File: config.mk
export PLATFORM = sky130hd
export DESIGN_NAME = firebird7_in_gate2_tessent_sib_multi
export DESIGN_NICKNAME = d
export VERILOG_FILES = /design/src/rtl/firebird7_in_gate2_ijtag_pkg.sv /design/src/rtl/firebird7_in_gate2_tessent_sib_cell.sv /design/src/rtl/firebird7_in_gate2_tessent_sib_multi.sv
export SDC_FILE = /design/constraint.sdc
export NUM_CORES = 1
export LEC_CHECK = 0
export ABC_AREA = 1
export ABC_CLOCK_PERIOD_IN_PS = 1900
export CORE_AREA = 2 2 40 42
export CTS_BUF_LIST = sky130_fd_sc_hd__clkbuf_4 sky130_fd_sc_hd__clkbuf_8 sky130_fd_sc_hd__clkbuf_16
export DETAILED_ROUTE_END_ITERATION = 10
export DIE_AREA = 0 0 42 44
export GPL_TIMING_DRIVEN = 0
export PLACE_DENSITY_LB_ADDON = 0.12
export SETUP_SLACK_MARGIN = 0.02
export SLEW_MARGIN = 15
export SYNTH_ARGS = -nofsm -noshare
export SYNTH_HDL_FRONTEND = slang
export SYNTH_SLANG_ARGS = --single-unit
File: constraint.sdc
create_clock -name ijtag_tck -period 1.9 [get_ports ijtag_tck]
set_input_delay 0.285 -clock ijtag_tck [delete_from_list [all_inputs] [get_ports ijtag_tck]]
set_output_delay 0.285 -clock ijtag_tck [all_outputs]
set_load 0.02 [all_outputs]
File: src/rtl/firebird7_in_gate2_ijtag_pkg.sv
// Shared constants for the gate2 IJTAG segment-insertion network.
package firebird7_in_gate2_ijtag_pkg;
   localparam int CAP_ZERO        = 0;
   localparam int CAP_STATUS      = 1;
   localparam int DEFAULT_NUM_SIB = 4;
endpackage

File: src/rtl/firebird7_in_gate2_tessent_sib_cell.sv
// One segment-insertion bit: shift/capture register, update latch, optional select delay
// and the host-bypass source mux.
module firebird7_in_gate2_tessent_sib_cell
   import firebird7_in_gate2_ijtag_pkg::*;
#(
   parameter int CAPTURE_STATUS = CAP_ZERO,
   parameter bit DELAYED_SEL    = 1'b1
) (
   input  logic tck_i,
   input  logic rst_ni,
   input  logic sel_i,
   input  logic ce_i,
   input  logic se_i,
   input  logic ue_i,
   input  logic chain_i,
   input  logic from_so_i,
   output logic sib_o,
   output logic latch_o,
   output logic enable_o
);
   logic sib_q, sib_d;
   logic latch_q, latch_d;

   // An open host is spliced in front of this bit, so the bit shifts from the host's SO.
   always_comb begin
      sib_d = sib_q;
      if (sel_i && ce_i) begin
         sib_d = (CAPTURE_STATUS == CAP_STATUS) ? latch_q : 1'b0;
      end else if (sel_i && se_i) begin
         sib_d = latch_q ? from_so_i : chain_i;
      end
   end

   always_ff @(posedge tck_i or negedge rst_ni) begin
      if (!rst_ni) sib_q <= 1'b0;
      else         sib_q <= sib_d;
   end

   always_comb begin
      latch_d = latch_q;
      if (sel_i && ue_i) latch_d = sib_q;
   end

   always_ff @(negedge tck_i or negedge rst_ni) begin
      if (!rst_ni) latch_q <= 1'b0;
      else         latch_q <= latch_d;
   end

   if (DELAYED_SEL) begin : g_delay
      logic enable_q;
      always_ff @(negedge tck_i or negedge rst_ni) begin
         if (!rst_ni) enable_q <= 1'b0;
         else         enable_q <= latch_q;
      end
      assign enable_o = enable_q;
   end else begin : g_direct
      assign enable_o = latch_q;
   end

   assign sib_o   = sib_q;
   assign latch_o = latch_q;
endmodule

File: src/rtl/firebird7_in_gate2_tessent_sib_multi.sv
// Chain of NUM_SIB segment-insertion bits in one IJTAG segment, each gating one host
// sub-network; holds the chain wiring and the optional SO retiming latch.
module firebird7_in_gate2_tessent_sib_multi
   import firebird7_in_gate2_ijtag_pkg::*;
#(
   parameter int NUM_SIB        = DEFAULT_NUM_SIB,
   parameter int CAPTURE_STATUS = CAP_ZERO,
   parameter bit DELAYED_SEL    = 1'b1,
   parameter bit RETIME_SO      = 1'b1
) (
   input  logic               ijtag_tck,
   input  logic               ijtag_reset,
   input  logic               ijtag_sel,
   input  logic               ijtag_si,
   input  logic               ijtag_ce,
   input  logic               ijtag_se,
   input  logic               ijtag_ue,
   output logic               ijtag_so,
   input  logic [NUM_SIB-1:0] ijtag_from_so,
   output logic [NUM_SIB-1:0] ijtag_to_si,
   output logic [NUM_SIB-1:0] ijtag_to_sel,
   output logic [NUM_SIB-1:0] sib_open
);
   logic [NUM_SIB-1:0] sib_vec;
   logic [NUM_SIB-1:0] latch_vec;
   logic [NUM_SIB-1:0] enable_vec;

   for (genvar i = 0; i < NUM_SIB; i++) begin : g_bit
      if (i == 0) begin : g_head
         assign ijtag_to_si[i] = ijtag_si;
      end else begin : g_link
         assign ijtag_to_si[i] = sib_vec[i-1];
      end

      firebird7_in_gate2_tessent_sib_cell #(
         .CAPTURE_STATUS (CAPTURE_STATUS),
         .DELAYED_SEL    (DELAYED_SEL)
      ) u_cell (
         .tck_i     (ijtag_tck),
         .rst_ni    (ijtag_reset),
         .sel_i     (ijtag_sel),
         .ce_i      (ijtag_ce),
         .se_i      (ijtag_se),
         .ue_i      (ijtag_ue),
         .chain_i   (ijtag_to_si[i]),
         .from_so_i (ijtag_from_so[i]),
         .sib_o     (sib_vec[i]),
         .latch_o   (latch_vec[i]),
         .enable_o  (enable_vec[i])
      );
   end

   assign ijtag_to_sel = enable_vec & {NUM_SIB{ijtag_sel}};
   assign sib_open     = latch_vec;

   // Retiming holds SO stable across the high phase so the next segment samples it safely.
   if (RETIME_SO) begin : g_retime
      logic so_q;
      always_latch begin
         if (!ijtag_reset)    so_q <= 1'b0;
         else if (!ijtag_tck) so_q <= sib_vec[NUM_SIB-1];
      end
      assign ijtag_so = so_q;
   end else begin : g_direct
      assign ijtag_so = sib_vec[NUM_SIB-1];
   end
endmodule

* After elaboration in Yosys (flattened, before gate mapping)
Cells that the tools add are included.
Operators by class: $add $sub $neg 0, multipliers 0, divide/modulo/power cells 0, $lt $le $gt $ge 0, equal/unequal tests 0, shift operators 0, muxes and demuxes 16, bitwise gates (word level) 1, reduce and logical (&&, ||, !) cells 4
Operators by type and width (number):
- two-way mux 1 bit | 16
- AND 4 bit | 1
- logical AND 1 bit | 3
- nonzero test 2 bit | 1
Storage, ports and cells: flip-flop bits (word level) 12, latch bits 1, memory bits (writable) 0, memory bits (read-only) 0, output and inout bits 13, memories 0

* Longest topological paths before layout
Gate-level depths: netlist of the first run.
depth in word-level cells 3, depth in mapped cells 5

* Hierarchy
Synthesis of the first run repeated with hierarchy kept, for this count alone.
Unflattened totals: cells, all modules 84, area, all modules 611.8 sq um
By module, submodules not included:
- firebird7_in_gate2_tessent_sib_cell | times used 4, cells an instance 17, area each 131.4 sq um
- firebird7_in_gate2_tessent_sib_multi | times used 1, cells an instance 16, area each 86.3 sq um

==> summary.txt, run 1 <==
multiplexer share of the synthesized area: 0%
P_leak: 0.539 nW
worst-case clock skew: 0.0161 ns
Finished Layout Cells: 124
row cnt: 14
Core Area: 0.00142 mm²
# diodes: 0
placed cells: 112
Rel. slew slack: 61.3%
pre-CTS WS: -0.642 ns
Post-Synth Simple-Gate Area: 23.6%
Cell Chain, Critical Path: buf_4, buf_6
crit-path max FO: 2
commonest non-fill, non-tap cell in the layout: nand2_1
Reg2Reg Depth: 6
Layout area overhead: 63.2%
Post-DP Area: 828 µm²
Setup WS post-layout: -0.360 ns
slowest library cell on the worst path: dfrtn_1
Routed WL: 1.24 mm
starting density of the core: 40.7%
CP Launch Type: flop
final setup fails: 9
1st-pass router iterations: 4
initial antenna violation count: 0
Synth Area in Compound Gates: 4.33%
DR vias/cell: 4.42
IO Pins: 24
via count: 548
CP arrival: 1.98 ns
most frequent cells in the layout: nand2_1 (28), clkdlybuf4s50_1 (12), buf_4 (10), buf_6 (10)
share of cells above drive strength 1: 31.5%
largest family of logic cells by synthesized area: simple AND/OR/NAND/NOR gates
CP Data Required Time: 1.62 ns
power per cell area: 906 mW/mm²
Comb power frac: 26.6%
largest net degree at the start of global routing: 15
die footprint: 0.00185 mm²
first-pass GRT wire length: 2.24 mm
DIE WIDTH: 42 µm
number of global-route vias before repair: 551
post-synthesis xor/xnor area fraction: 0%
average wire per cell in the routed design: 9.96 µm
syn nets: 84
crit-path max cell delay: 0.42 ns
post-synthesis adder-cell area fraction: 0%
Port Buffer Count: 23
HPWL reported at the end of detailed placement: 856 µm
GRT Total Usage: 17.8%
Worst-Skew Late Latency: 0.39 ns
Max Cap Viol: 0
final hold violations: 0
Int Pwr: 0.611 mW
status: finished, violations left
hold_ws: 0.000247 ns
Switch Pwr: 0.244 mW
Reg clk slew, reported paths: 0.08 ns
sequential power share: 36.9%
Top Family by Delay on Critical Path: flip-flops
Tightest Hold Check Type: in2async
nature of the critical path endpoint: primary output
Net Sw Frac: 28.5%
Peak supply drop: 0.544 mV
Setup CP Type: reg2out
Synth Instances: 73
Syn. warnings: 0
final RePlAce weighted congestion: 0.731
fin. max-slew vios: 0
Least-Margin Pin Slew: 0.581 ns
Setup TNS: -2.93 ns
Avg Inst Size Synth: 7.92 µm²
post-route core utilization: 66.5%
failing checks: negative setup slack
post-synthesis instance area: 578 µm²
Clk pwr share: 36.5%
final instance area: 943 µm²
gr ovfl total: 0
DRC Markers: 0
unrepaired setup endpoints after global routing: true
Seq cells post-synth: 13
Final ANT Viol Nets: 0
die span in y: 44 µm
CTS tree: yes
nets@finish: 120
cell depth of the worst setup path: 2
Power, Total: 0.855 mW
DRT iter0 DRCs: 8
Worst Path Buf+Inv: 2
Cell variety after synth: 10
[cell families (layout without fill, tap and decap cells)]
family	after synthesis	in the layout
latches	1	1
buf+inv	19	54
flops	12	12
compound gates	5	5
simple gates	36	36
[power by group through the flow]
| stage | clock, mW | sequential, mW | combinational [mW] |
|---|---|---|---|
| after detailed placement | 0.00435 | 0.326 | 0.193 |
| after CTS | 0.323 | 0.315 | 0.222 |
| after global routing | 0.342 | 0.320 | 0.247 |
| after floorplan | 0.00435 | 0.320 | 0.104 |
| final | 0.312 | 0.316 | 0.227 |
| after global placement | 0.00435 | 0.324 | 0.191 |
[flip-flops by register name (all words and copies together), names as in the netlist]
name	flops
g_bit.u_cell.latch_o	4
g_bit.u_cell.enable_o	4
ijtag_so	1
g_bit.u_cell.sib_o	4
[cell type report]
class / instances / area, µm²
plain buffers: 7 / 52.6
fillers: 123 / 475
multi-input cells: 41 / 169
inverters: 11 / 43.8
flip-flops and latches: 13 / 315
well taps: 16 / 20.0
repair buffers: 28 / 283
clock buffers: 8 / 60.1
[cell usage after synthesis (all sizes together)]
master / count / area share [%]
dfrtp: 4 / 17
o21ai: 1 / 0.86
nor2: 4 / 2.6
dfrtn: 8 / 35
inv: 11 / 7.1
buf: 8 / 10
dlxtp: 1 / 2.6
nand3: 1 / 0.86
a21oi: 4 / 3.5
nand2: 31 / 20
[worst register-to-register path: cells and delay by family (launching register included)]
kind / cells / cell delay, ns
flip-flops: 1 / 0.41
buffers and inverters: 2 / 0.16
AND/OR/NAND/NOR: 4 / 0.20
[per-layer routing]
layer / global-route usage, % / part of all wire (%) / up-vias
li1: - / - / 279
met1: 19.9 / 44 / 250
met2: 25.0 / 49 / 15
met3: 8.75 / 4.7 / 4
met4: 16.1 / 1.9 / 0
met5: 0 / 0 / -
[worst paths after layout]
| check | startpoint | slack, ns | endpoint |
|---|---|---|---|
| max in group gated | ijtag_reset | 0.73 | clock gate |
| min in group gated | ijtag_reset | 0.07 | clock gate |
| max reg2reg | g_bit[0].u_cell.latch_o | 0.06 | g_bit[0].u_cell.sib_o |
| min | ijtag_reset | 0.0002 | g_bit[0].u_cell.sib_o |
| min in group ijtag_tck | g_bit[0].u_cell.latch_o | 0.44 | g_bit[0].u_cell.enable_o |
| min reg2reg | g_bit[0].u_cell.latch_o | 0.44 | g_bit[0].u_cell.enable_o |
| max | g_bit[3].u_cell.latch_o | -0.36 | sib_open[3] |
| max in group asynchronous | ijtag_reset | 0.67 | g_bit[1].u_cell.enable_o |
[repair_timing]
item                                    in CTS  in global routing
hold buffers                                 1                  0
hold endpoints to repair                     1                  0
gates resized for setup                     57                  7
endpoints found under the setup margin      14                 13
pin swaps                                    0                  1
setup buffers                                4                  1
No activity file was read; power rests on OpenSTA's default activity.
==> run 2, diff against run 1 <==
--- a/config.mk
+++ b/config.mk
@@ -5,14 +5,13 @@
 export SDC_FILE = /design/constraint.sdc
 export NUM_CORES = 1
 export LEC_CHECK = 0
-export ABC_AREA = 1
 export ABC_CLOCK_PERIOD_IN_PS = 1900
 export CORE_AREA = 2 2 40 42
 export CTS_BUF_LIST = sky130_fd_sc_hd__clkbuf_4 sky130_fd_sc_hd__clkbuf_8 sky130_fd_sc_hd__clkbuf_16
 export DETAILED_ROUTE_END_ITERATION = 10
 export DIE_AREA = 0 0 42 44
 export GPL_TIMING_DRIVEN = 0
-export PLACE_DENSITY_LB_ADDON = 0.12
+export PLACE_DENSITY = 0.84
 export SETUP_SLACK_MARGIN = 0.02
 export SLEW_MARGIN = 15
 export SYNTH_ARGS = -nofsm -noshare
==> summary.txt, run 2 <==
1st-pass router iterations: 2
Avg Inst Size Synth: 13.6 µm²
number of global-route vias before repair: 512
die footprint: 0.00185 mm²
Setup CP Type: reg2out
via count: 449
sequential power share: 38.0%
crit path to: sib_open[2]
Tightest Hold Check Type: in2async
Synth top area share: 35.2%
CP Launch Type: flop
CP arrival: 1.99 ns
Core Area: 0.00142 mm²
Switch Pwr: 0.188 mW
Max Cap Viol: 0
nets@finish: 90
Post-DP Area: 820 µm²
RR Startpoint: g_bit[3].u_cell.latch_o
# diodes: 0
Finished Layout Cells: 94
most frequent cells in the layout: buf_6 (12), clkdlybuf4s50_1 (11), buf_4 (9), dfrtn_1 (8), clkbuf_4 (7)
share of cells above drive strength 1: 48.7%
commonest register cell after synthesis: dfrtn_1
Port Buffer Count: 23
final hold violations: 4
CTS tree: yes
Routed WL: 1.17 mm
status: finished, violations left
Commonest cells post-synth: buf_4 (8), dfrtn_1 (8)
power per cell area: 808 mW/mm²
first-pass GRT wire length: 2.19 mm
die span in y: 44 µm
DRT iter0 DRCs: 3
Critical Path Source: g_bit[2].u_cell.latch_o
area leader, netlist: dfrtn_1
R2R Setup Slk: 0 ns
gr ovfl total: 0
# fillers: 119
Cell variety after synth: 13
row cnt: 14
initial antenna violation count: 0
async set-or-reset flop fraction in the synthesized netlist: 92.3%
unrepaired setup endpoints after global routing: true
Syn. warnings: 0
Worst R2R End: g_bit[3].u_cell.sib_o
commonest non-fill, non-tap cell in the layout: buf_6
largest net degree at the start of global routing: 15
final setup fails: 9
IO Pins: 24
nature of the critical path endpoint: primary output
post-synthesis instance area: 569 µm²
EDFF count, synth: 0
DIE WIDTH: 42 µm
Layout area overhead: 67.0%
DRC Markers: 0
worst-case clock skew: 0.0152 ns
Reg2Reg Depth: 3
Int Pwr: 0.581 mW
GRT Total Usage: 18.8%
hold_ws: -0.00713 ns
fin. max-slew vios: 0
Final ANT Viol Nets: 0
HPWL reported at the end of detailed placement: 818 µm
starting density of the core: 40.1%
Synth area leaders: dfrtn_1 (35%), dfrtp_1 (18%), buf_4 (11%)
Peak supply drop: 0.465 mV
Reg clk slew, reported paths: 0.08 ns
crit-path max FO: 2
failing checks: negative hold slack, negative setup slack
Clk pwr share: 43.4%
syn nets: 53
Seq cells post-synth: 13
Least-Margin Pin Slew: 0.559 ns
Net Sw Frac: 24.4%
Setup WS post-layout: -0.373 ns
CP Data Required Time: 1.62 ns
P_leak: 0.467 nW
Rel. slew slack: 62.8%
DR vias/cell: 4.78
final RePlAce weighted congestion: 0.685
Synth Instances: 42
final instance area: 951 µm²
average wire per cell in the routed design: 12.5 µm
Comb power frac: 18.7%
Worst-Skew Late Latency: 0.39 ns
post-route core utilization: 67.0%
Power, Total: 0.769 mW
placed cells: 81
## run 2: area by class of cell
type / count / area [µm²] / share of cell area, %
clock buffer: 8 / 66.3 / 6.97
timing repair buffer: 28 / 283 / 29.7
tap: 16 / 20.0 / 2.11
sequential: 13 / 315 / 33.2
multi-input combinational: 21 / 199 / 20.9
buffer: 8 / 67.6 / 7.11
## run 2: kinds of logic after synthesis
kind of cell	after synthesis	share of synthesized area (%)
simple gates	8	9.45
compound gates	5	7.03
latches	1	2.64
mux	8	17.6
buf+inv	8	10.5
flops	12	52.7
## run 2: critical path: stages (launching register included)
cell	delay, ns
dfrtn_1	0.43
buf_4	0.12
buf_6	0.10
## run 2: metrics by stage
step | setup slack [ns] | TNS (ns)
after floorplan | 0.0853 | 0
after global placement | -0.617 | -6.51
after detailed placement | -0.722 | -7.03
after CTS | -0.372 | -3.10
after global routing | -0.412 | -3.60
final | -0.373 | -3.09
## run 2: per-layer routing
layer | global-route usage (%) | vias up | share of wire [%]
li1 | - | 208 | -
met1 | 17.0 | 213 | 38
met2 | 26.6 | 24 | 52
met3 | 10.8 | 4 | 6.0
met4 | 23.9 | 0 | 4.1
met5 | 0 | - | 0
## run 2: repair_timing
action	CTS	global route
resized for setup	61	4
buffers inserted	4	2
gates cloned	0	0
pin swaps	0	2
hold endpoints to repair	1	0
endpoints found under the setup margin	14	17
hold buffers	1	0
## run 2: how the worst min path moves through the flow
stage | end | slack, ns | depth (start not counted) | startpoint
floorplan | clock gate | -0.67 | 0 | ijtag_reset
global placement | clock gate | 0.05 | 1 | ijtag_reset
detailed placement | clock gate | 0.07 | 1 | ijtag_reset
CTS | g_bit[0].u_cell.sib_o | 0.004 | 1 | ijtag_reset
global route | g_bit[0].u_cell.sib_o | 0.03 | 1 | ijtag_reset
finish | g_bit[0].u_cell.sib_o | -0.007 | 1 | ijtag_reset
## run 2: power by group through the flow
stage | sequential [mW] | combinational (mW) | clock, mW
finish | 0.292 | 0.143 | 0.333
global route | 0.294 | 0.154 | 0.374
CTS | 0.292 | 0.143 | 0.341
detailed placement | 0.301 | 0.123 | 0.00435
global placement | 0.299 | 0.121 | 0.00435
floorplan | 0.296 | 0.0641 | 0.00435
==> run 3, diff against run 2 <==
--- a/config.mk
+++ b/config.mk
@@ -10,6 +10,7 @@
 export CTS_BUF_LIST = sky130_fd_sc_hd__clkbuf_4 sky130_fd_sc_hd__clkbuf_8 sky130_fd_sc_hd__clkbuf_16
 export DETAILED_ROUTE_END_ITERATION = 10
 export DIE_AREA = 0 0 42 44
+export GPL_ROUTABILITY_DRIVEN = 0
 export GPL_TIMING_DRIVEN = 0
 export PLACE_DENSITY = 0.84
 export SETUP_SLACK_MARGIN = 0.02
==> results of run 3 <==
No change in the layout: final DEF, timing and power equal those of run 2.
